### src/rtl/mul_8_bit_seq_pkg.sv
// Shared arithmetic definitions for the sequential 8x8 multiplier.
// Holds the FSM state encoding, the operand/product width constants and
// the per-step partial-product shift lookup.
package mul_8_bit_seq_pkg;

    localparam int OP_W  = 8;
    localparam int NIB_W = 4;
    localparam int P_W   = 16;

    typedef enum logic [1:0] {
        IDLE = 2'd0,
        CALC = 2'd1,
        DONE = 2'd2
    } state_t;

    // Bit weight of each partial product: lo*lo, hi*lo, lo*hi, hi*hi.
    function automatic logic [3:0] pp_shift(input logic [1:0] step);
        case (step)
            2'd0:    pp_shift = 4'd0;
            2'd1:    pp_shift = 4'd4;
            2'd2:    pp_shift = 4'd4;
            default: pp_shift = 4'd8;
        endcase
    endfunction

endpackage

### src/rtl/mul_4_bit.sv
// Combinational 4x4 unsigned multiplier.
// Ports:
//   i_a  [3:0]  multiplicand nibble
//   i_b  [3:0]  multiplier nibble
//   o_p  [7:0]  unsigned product
module mul_4_bit
    import mul_8_bit_seq_pkg::*;
(
    input  logic [NIB_W-1:0]   i_a,
    input  logic [NIB_W-1:0]   i_b,
    output logic [2*NIB_W-1:0] o_p
);

    assign o_p = (2*NIB_W)'(i_a) * (2*NIB_W)'(i_b);

endmodule

### src/rtl/mul_8_bit_seq.sv
// Sequential 8x8 unsigned multiplier that reuses one 4x4 multiplier over
// four cycles, accumulating shifted partial products into a 16-bit sum.
// Ports:
//   clk        clock, rising edge
//   rst_n      synchronous active-low reset
//   in_valid   operands A/B present
//   in_ready   block can accept operands (IDLE only)
//   A, B       8-bit unsigned operands
//   abort      cancel the operation in flight
//   out_valid  P holds a completed product (DONE only)
//   out_ready  consumer accepts P
//   P          16-bit product, forced to 0 while out_valid is low
//   busy       high in any state other than IDLE
//
// state | meaning
// IDLE  | waiting for operands, in_ready=1
// CALC  | one partial product accumulated per edge, step 0..3
// DONE  | product presented, waiting for out_ready
module mul_8_bit_seq
    import mul_8_bit_seq_pkg::*;
(
    input  logic            clk,
    input  logic            rst_n,
    input  logic            in_valid,
    output logic            in_ready,
    input  logic [OP_W-1:0] A,
    input  logic [OP_W-1:0] B,
    input  logic            abort,
    output logic            out_valid,
    input  logic            out_ready,
    output logic [P_W-1:0]  P,
    output logic            busy
);

    state_t          r_state;
    state_t          w_state_nxt;
    logic [1:0]      r_step;
    logic [1:0]      w_step_nxt;
    logic [P_W-1:0]  r_acc;
    logic [P_W-1:0]  w_acc_nxt;
    logic [OP_W-1:0] r_a;
    logic [OP_W-1:0] w_a_nxt;
    logic [OP_W-1:0] r_b;
    logic [OP_W-1:0] w_b_nxt;

    logic [NIB_W-1:0]   w_nib_a;
    logic [NIB_W-1:0]   w_nib_b;
    logic [2*NIB_W-1:0] w_pp;
    logic [P_W-1:0]     w_pp_shifted;

    // Step bit 0 picks the A nibble, step bit 1 picks the B nibble.
    assign w_nib_a = r_step[0] ? r_a[7:4] : r_a[3:0];
    assign w_nib_b = r_step[1] ? r_b[7:4] : r_b[3:0];

    mul_4_bit u_mul_4_bit (
        .i_a (w_nib_a),
        .i_b (w_nib_b),
        .o_p (w_pp)
    );

    assign w_pp_shifted = P_W'(w_pp) << pp_shift(r_step);

    always_ff @(posedge clk) begin
        if (!rst_n) begin
            r_state <= IDLE;
            r_step  <= 2'd0;
            r_acc   <= '0;
            r_a     <= '0;
            r_b     <= '0;
        end else begin
            r_state <= w_state_nxt;
            r_step  <= w_step_nxt;
            r_acc   <= w_acc_nxt;
            r_a     <= w_a_nxt;
            r_b     <= w_b_nxt;
        end
    end

    always_comb begin
        w_state_nxt = r_state;
        w_step_nxt  = r_step;
        w_acc_nxt   = r_acc;
        w_a_nxt     = r_a;
        w_b_nxt     = r_b;
        case (r_state)
            IDLE: begin
                // abort in IDLE suppresses acceptance on that edge
                if (in_valid && !abort) begin
                    w_a_nxt     = A;
                    w_b_nxt     = B;
                    w_acc_nxt   = '0;
                    w_step_nxt  = 2'd0;
                    w_state_nxt = CALC;
                end
            end
            CALC: begin
                if (abort) begin
                    w_acc_nxt   = '0;
                    w_step_nxt  = 2'd0;
                    w_state_nxt = IDLE;
                end else begin
                    // Max final sum is 0xFE01, so the 16-bit add never wraps.
                    w_acc_nxt  = r_acc + w_pp_shifted;
                    w_step_nxt = r_step + 2'd1;
                    if (r_step == 2'd3) begin
                        w_state_nxt = DONE;
                    end
                end
            end
            DONE: begin
                if (abort || out_ready) begin
                    w_step_nxt  = 2'd0;
                    w_state_nxt = IDLE;
                end
            end
            default: begin
                w_step_nxt  = 2'd0;
                w_acc_nxt   = '0;
                w_state_nxt = IDLE;
            end
        endcase
    end

    assign in_ready  = (r_state == IDLE);
    assign out_valid = (r_state == DONE);
    assign busy      = (r_state != IDLE);
    assign P         = out_valid ? r_acc : '0;

endmodule

### config.mk
export PLATFORM = sky130hd
export DESIGN_NAME = mul_8_bit_seq
export DESIGN_NICKNAME = d
export VERILOG_FILES = /design/src/rtl/mul_8_bit_seq_pkg.sv /design/src/rtl/mul_4_bit.sv /design/src/rtl/mul_8_bit_seq.sv
export SDC_FILE = /design/constraint.sdc
export NUM_CORES = 1
export LEC_CHECK = 0
export ABC_AREA = 1
export CAP_MARGIN = 20
export CORE_UTILIZATION = 60
export DETAILED_ROUTE_END_ITERATION = 6
export GPL_ROUTABILITY_DRIVEN = 0
export PLACE_DENSITY = 0.86
export SLEW_MARGIN = 25
export SYNTH_ARGS = -nofsm -noshare
export SYNTH_HDL_FRONTEND = slang
export SYNTH_SLANG_ARGS = --single-unit
### constraint.sdc
create_clock -name clk -period 13.05 [get_ports clk]
set_input_delay 3.2625 -clock clk [delete_from_list [all_inputs] [get_ports clk]]
set_output_delay 3.2625 -clock clk [all_outputs]
set_load 0.03 [all_outputs]
[Word level (Yosys, flattened, before mapping)]
Index checks and enable logic that the tools add are counted.
Operators by class
  bitwise gates (word level): 1
  multiplexer cells: 15
  multiply operators: 1
  shift-type cells: 1
  add/sub/neg operators: 2
  reduce and logical (&&, ||, !) cells: 11
  equality and inequality tests: 8
Operators by type and width (number)
  $mux 16: 3
  $pmux 16 s3: 1
  $add 16x16->16: 1
  $shl 8x4->16: 1
  $mux 2: 6
  $pmux 2 s3: 2
  $mul 4x4->8: 1
  $mux 4: 2
  $pmux 4 s2: 1
  $eq 2x2->1 const B: 3
  $reduce_and 2->1: 3
  $eq 2x1->1 const B: 2
  $logic_not 2->1: 2
  $ne 2x1->1 const B: 2
  $ne 3x3->1 const B: 1
  $reduce_and 3->1: 1
  $add 2x1->2 const B: 1
  $reduce_bool 2->1: 1
  $reduce_or 2->1: 1
  $logic_and 1x1->1: 1
  $logic_not 1->1: 1
  $logic_or 1x1->1: 1
  $not 1->1: 1
Storage, ports and cells
  input bits: 21
  word-level logic and storage cells: 44
  output and inout bits: 19
  register bits after elaboration: 36

[Longest topological paths before layout]
Gate-level depths: netlist of the first run.
  depth in word-level cells: 7
  mapped depth: 26
  gate-level depth less buffers: 26

[Cells and area by module]
Synthesis of the first run repeated with hierarchy kept, for this count alone.
Second synthesis, totals
  cells, all modules: 516
  area, all modules: 3096.7 µm²
By module, submodules not included
  mul_8_bit_seq: cells an instance 446, area each 2633.8 µm², times used 1
  mul_4_bit: cells an instance 70, area each 462.9 µm², times used 1

[Worst setup path before layout of the first run]
No wires, ideal clock.
  kind: register to output
  from: register r_state[1]
  to: output P[10]
  slack: 8.112 ns
  stages on the path, launching flop included: 6
  path buffers: 1
  arrival: 1.676 ns
  required time: 9.788 ns
  cells stage by stage: dfxtp_1 > inv_1 > nor2_1 > inv_2 > clkbuf_1 > nor2_1
Between the ends
  word-level cells in the longest chain between the ends: 2
RTL lines
  start: declaration: RTL line mul_8_bit_seq.sv:35  | state_t r_state;
  start signal: assignment: RTL line mul_8_bit_seq.sv:71  | r_state <= w_state_nxt;
  $eq 2x2->1: RTL line mul_8_bit_seq.sv:125  | assign out_valid = (r_state == DONE);
  net out_valid: RTL line mul_8_bit_seq.sv:29  | output logic out_valid,
  $mux 16: RTL line mul_8_bit_seq.sv:127  | assign P = out_valid ? r_acc : '0;
  end: declaration: RTL line mul_8_bit_seq.sv:31  | output logic [P_W-1:0] P,
The timed path passes the listed nets, and every way through them passes these cells.

[Final worst setup path of the first run]
  from: register r_state[1]
  to: output P[10]
Between the ends
  word-level cells in the longest chain between the ends: 2
RTL lines (RTL line)
  $eq 2x2->1: mul_8_bit_seq.sv:125
  $mux 16: mul_8_bit_seq.sv:127
Every way passes these cells.

==> results of run 1 <==
[cells in the final DEF (no fill, tap or decap), drive strengths merged]
cell,count
a21boi,1
a21o,2
a21oi,41
a22oi,1
a31o,1
a31oi,3
and2,1
clkbuf,6
clkdlybuf4s50,39
clkinv,3
dfxtp,36
fa,5
ha,28
inv,57
mux2i,6
nand2,72
nand3,19
nand4,5
nor2,81
nor3,3
o21a,1
o21ai,37
o21bai,3
o22ai,2
or2,8
xnor2,2
xor2,2
[routing by layer]
metal,vias up,GRT usage,part of all wire,wire length [um]
li1,1465,-,-,-
met1,1242,0.379,0.47,3140
met2,89,0.432,0.45,3010
met3,24,0.0450,0.050,334
met4,0,0.140,0.030,200
met5,-,0,0,0
[per-stage QoR]
| step | setup WS (ns) | hold slack (ns) | instances | util |
|---|---|---|---|---|
| 2_1_floorplan | 8.11 | 0.429 | 430 | - |
| 3_3_place_gp | 8.06 | 0.457 | 509 | 0.734 |
| 3_5_place_dp | 8.00 | 0.467 | 509 | 0.734 |
| 4_1_cts | 7.85 | 0.481 | 517 | 0.755 |
| 5_1_grt | 7.70 | 0.513 | 517 | 0.755 |
| 6_report | 7.85 | 0.480 | 517 | 0.755 |
[worst min-delay path by stage]
| stage | endpoint | cells after the start | start |
|---|---|---|---|
| after floorplan | r_b[5] | 2 | r_b[5] |
| after global placement | r_b[7] | 2 | r_b[7] |
| after detailed placement | r_b[2] | 2 | r_b[2] |
| after CTS | r_b[7] | 2 | r_b[7] |
| after global routing | r_a[5] | 2 | r_a[5] |
| final | r_b[7] | 2 | r_b[7] |
[sequential cells by signal, indices dropped and copies added, names as in the netlist]
| register | count |
|---|---|
| r_acc | 16 |
| r_a | 8 |
| r_b | 8 |
| r_state | 2 |
| r_step | 2 |
[cells by family (layout without fill, tap and decap cells)]
| kind of cell | count (synthesis) | in the layout | share of synthesized area |
|---|---|---|---|
| multiplexers | 6 | 6 | 0.0208 |
| XOR/XNOR | 4 | 4 | 0.0121 |
| AND/OR/NAND/NOR | 189 | 189 | 0.292 |
| buffers and inverters | 70 | 105 | 0.0954 |
| flip-flops | 36 | 36 | 0.250 |
| adder cells (fa/ha/maj) | 33 | 33 | 0.156 |
| AO/OA/AOI/OAI | 92 | 92 | 0.174 |
[critical path: stages, from the launching register on]
cell             delay, ns
dfxtp_1               0.36
inv_1                 0.06
nor2_1                0.21
inv_2                 0.20
nor2_1                0.13
clkdlybuf4s50_1       0.68
[where the power goes]
part,switching (W),internal (W)
clock,0.0000459,0.0000433
sequential,0.00000197,0.000114
combinational,0.0000207,0.0000144
[area by class of cell]
class | count | area [um^2] | share of cell area
flip-flops and latches | 36 | 721 | 0.213
clock buffers | 6 | 82.6 | 0.0244
multi-input cells | 324 | 1890 | 0.559
inverters | 58 | 218 | 0.0644
clock inverters | 2 | 13.8 | 0.00407
repair buffers | 39 | 390 | 0.116
well taps | 52 | 65.1 | 0.0193
==> run metrics, run 1 <==
relative slew slack=0.607; Die ar.=5090 um^2; Synth area leader=dfxtp_1; initial detailed-routing violation count=171; reg2reg setup slack=8.09 ns; layout cells sized above 1=0.0817; Via density=5.45; post-synth top area share=0.250; VDD IR max=0.0735 mV; worst slew pin tran=0.585 ns; final setup fails=0; Hold-fix buffers, CTS=0; core region area=4470 um^2; number of global-route vias before repair=2608; Avg Inst Size Synth=6.71 um^2; Yosys reg bits=36; CTS buffer count=5; sequential fraction of the synthesis area=0.250; Die Span Y=71.3 um; Worst Setup Path Type=flip-flop to primary output; Synth top cells by count=nor2_1 (80), nand2_1 (67), inv_1 (53), a21oi_1 (39), o21ai_0 (37); Overflow after GRT=0; post-CTS setup buffers=0; CTS Root Cell=clkbuf_8; critical path startpoint category=flip-flop; capturing point of the worst reg2reg path=r_acc[13]; outcome=finished with violations; failing checks=DRC; clock buffer depth=2; maximum fanout along the worst path=17; post-synth cell types=37; Routed Antenna Nets=0; WP data arrival=1.94 ns; Main synth FF type=dfxtp_1; Leakage Power=1.51 nW; Hold Vio Cnt, Final=0; Post-DP HPWL=5210 um; Remaining DRCs=2; cell count of the worst reg-to-reg path=23; CTS tree=done; antenna violations before repair=0; DRT Pass-1 Iters=7; row cnt=24; total number of vias=2820; Max Cap Viol=0; number of port buffers=39; Layout area overhead=17.1%; Post-Route WL=6680 um; first-pass GRT wire length=11300 um; die span in x=71.3 um; fmax=192 MHz; total power draw=0.000240 W; io pins=40; WL/cell=12.9 um; dpl cell area=3280 um^2; asr flop ratio synth=0; CP required=9.79 ns; Period Utilization, post-route=0.398; number of enable flip-flop cells after synthesis=0; CP startpoint=r_state[1]; clock-pin slew on the worst setup and hold paths=0.09 ns; setup tns final=0 ns; PostCTS Resize Cnt=0; # nets final=518; count leader, synth=nor2_1; gr usage total=0.279; RR Startpoint=r_step[0]; pwr/cell area=71.0 nW/um^2; RSZ-0062 raised after global routing=false; antenna cells=0; Skew-Pair Late Insertion Delay=0.30 ns; Layout Skew=0.00985 ns; cell area after layout=3380 um^2; Filler Cell Count=341; fin crit period=5.20 ns; worst hold path class=flip-flop to flip-flop; clk sinks=36; area of the mapped netlist=2880 um^2; Synth area leaders=dfxtp_1 (25%), ha_1 (12%), nor2_1 (10%), nand2_1 (8.7%), inv_1 (6.9%); crit path to=P[10]; Synthesized Nets=484; initial core utilization=0.645; Warnings, synthesis=0; crit end category=primary output; Slew Limit Fails=0; H-tree depth=2; largest net degree at the start of global routing=22; Cells after Synth=430
Power figures use the tool's default switching activity.
==> inputs of run 2 (changes only) <==
Settings changed: CORE_UTILIZATION 60 to 56, PLACE_DENSITY 0.86 to 0.81.
Clock period 13.05 ns to 4.95 ns, I/O delays scaled along.
==> run 2 against run 1 <==
Net effect: the flow now finishes without violations; total power rose to 2.8 times the previous value; final area rose by 1.4%; register-to-register slack got worse by 7.7 ns; clock power rose to 3.0 times the previous value; non-clock buffer count rose by 1; sequential power rose to 2.6 times the previous value; largest cell class unchanged.
==> run metrics, run 2 (synthesis gave the netlist of run 1 again) <==
CP required=5.11 ns (-4.68 ns); RSZ-0062 raised after global routing=false; total number of vias=2863 (+1.5%); io pins=40 (unchanged); clk sinks=36 (unchanged); Die ar.=5440 um^2 (+6.9%); most common cell after layout, fill and taps aside=nor2_1; number of port buffers=39 (unchanged); Die Span Y=73.8 um (+3.4%); largest net degree at the start of global routing=22 (unchanged); relative slew slack=0.599 (-0.00845); WL/cell=12.6 um (-2.6%); RR Startpoint=r_step[1]; first-pass GRT wire length=11400 um (+1.1%); pwr/cell area=195 nW/um^2 (+180%); worst hold path class=flip-flop to flip-flop; Slew Limit Fails=0 (unchanged); antenna violations before repair=0 (unchanged); switching power of the nets=0.000179 W (+160%); max FFs per register=16 (unchanged); Top delay family on crit path=adder cells; outcome=complete, no violations; Remaining DRCs=0 (-2); Hold Vio Cnt, Final=0 (unchanged); Top reg by flops=r_acc; layout cells sized above 1=0.0880 (+0.00626); sw frac=0.268 (-0.0182); Slowest cell on crit path=fa_1; placed cell count=525 (+3.1%); combinational share of power=0.138 (-0.008); Leakage Power=1.52 nW (+0.56%); Layout Skew=0.00226 ns (-0.00759 ns); Non-Filler Instances=533 (+3.1%); antenna cells=0 (unchanged); initial detailed-routing violation count=141 (-18%); Layout area overhead=18.8%; final setup fails=0 (unchanged); Max Cap Viol=0 (unchanged); CTS buffer count=5 (unchanged); Overflow after GRT=0 (unchanged); CTS Root Cell=clkbuf_8; clock-pin slew on the worst setup and hold paths=0.08 ns (about the same); Routed Antenna Nets=0 (unchanged); WP data arrival=4.74 ns (+2.80 ns); worst slew pin tran=0.598 ns (+0.0126 ns); CP startpoint=r_step[1]; critical path startpoint category=flip-flop; maximum fanout along the worst path=9 (-8); die span in x=73.8 um (+3.4%); dpl cell area=3310 um^2 (+0.80%); gr usage total=0.270 (-0.00944); Via density=5.37 (-1.5%); Largest regs=r_acc (16), r_a (8), r_b (8); cell area after layout=3430 um^2 (+1.4%); critical path's most frequent cell=nand2_1; Reg power frac=0.457 (-0.025); crit end category=flip-flop; worst hold start=r_b[6]; Worst path max stage delay=0.56 ns (-0.12 ns); Period Utilization, post-route=0.924; Skew-Pair Late Insertion Delay=0.29 ns (about the same); # nets final=519 (+0.19%); initial core utilization=0.595 (-0.0497); core region area=4850 um^2 (+8.4%); worst path buffer plus inverter count=2 (-1); fmax=219 MHz; Core Util, Final=0.707 (-0.0485); CTS tree=done; row cnt=25 (+4.2%); DRT Pass-1 Iters=5 (-2); Post-Route WL=6710 um (+0.37%); VDD IR max=0.180 mV (+140%); H-tree depth=2 (unchanged); fin crit period=4.58 ns; setup tns final=0 ns (unchanged); clock buffer depth=2 (unchanged); internal cell power=0.000490 W (+190%); Clock Power Share=0.406 (+0.034); Worst Setup Path Type=flip-flop to flip-flop; number of global-route vias before repair=2577 (-1.2%); most frequent cells in the layout=nor2_1 (80), nand2_1 (67), inv_1 (53); Post-DP HPWL=5380 um (+3.3%)
==> run 2: through the flow <==
stage                     setup WS (ns)  power, W  hold slack [ns]
after floorplan                   0.482  0.000370            0.429
after global placement            0.391  0.000402            0.456
after detailed placement          0.197  0.000403            0.456
after CTS                         0.175  0.000674            0.469
after global routing             0.0416  0.000698            0.502
final                             0.374  0.000669            0.467
==> run 2: final timing paths <==
check / to / slack [ns] / cells past startpoint
worst max-delay path: r_acc[15] / 0.37 / 25
worst max register to register: r_acc[15] / 0.37 / 25
worst min-delay path: r_b[6] / 0.47 / 2
worst min register to register: r_b[6] / 0.47 / 2
==> run 2: routing by layer <==
layer / part of all wire / up-vias / routed length, um / GRT usage
li1: - / 1470 / - / -
met1: 0.45 / 1278 / 3000 / 0.349
met2: 0.47 / 100 / 3140 / 0.451
met3: 0.064 / 15 / 430 / 0.0425
met4: 0.019 / 0 / 130 / 0.103
met5: 0 / - / 0 / 0
==> run 2: worst min-delay path, stage by stage, from the launching register on <==
cell	delay, ns
dfxtp_1	0.31
inv_1	0.06
a21oi_1	0.06
==> run 2: final cells by class <==
class	count	area, um^2
well taps	67	83.8
flip-flops and latches	36	723
clock buffers	5	68.8
clock inverters	3	46.3
repair buffers	40	398
inverters	58	218
fillers	433	1420
multi-input cells	324	1890
==> run 2: power groups by stage <==
stage	sequential (W)	clock, W	combinational (W)
2_1_floorplan	0.000310	0	0.0000605
3_3_place_gp	0.000312	0	0.0000897
3_5_place_dp	0.000312	0	0.0000913
4_1_cts	0.000305	0.000277	0.0000917
5_1_grt	0.000307	0.000287	0.000104
6_report	0.000305	0.000271	0.0000921
==> run 2: what timing repair did <==
item / 4_1_cts / 5_1_grt
hold buffers: 0 / 0
resized for setup: 0 / 4
buffers inserted: 0 / 0
hold endpoints to repair: 0 / 0
setup endpoints to repair: 0 / 7
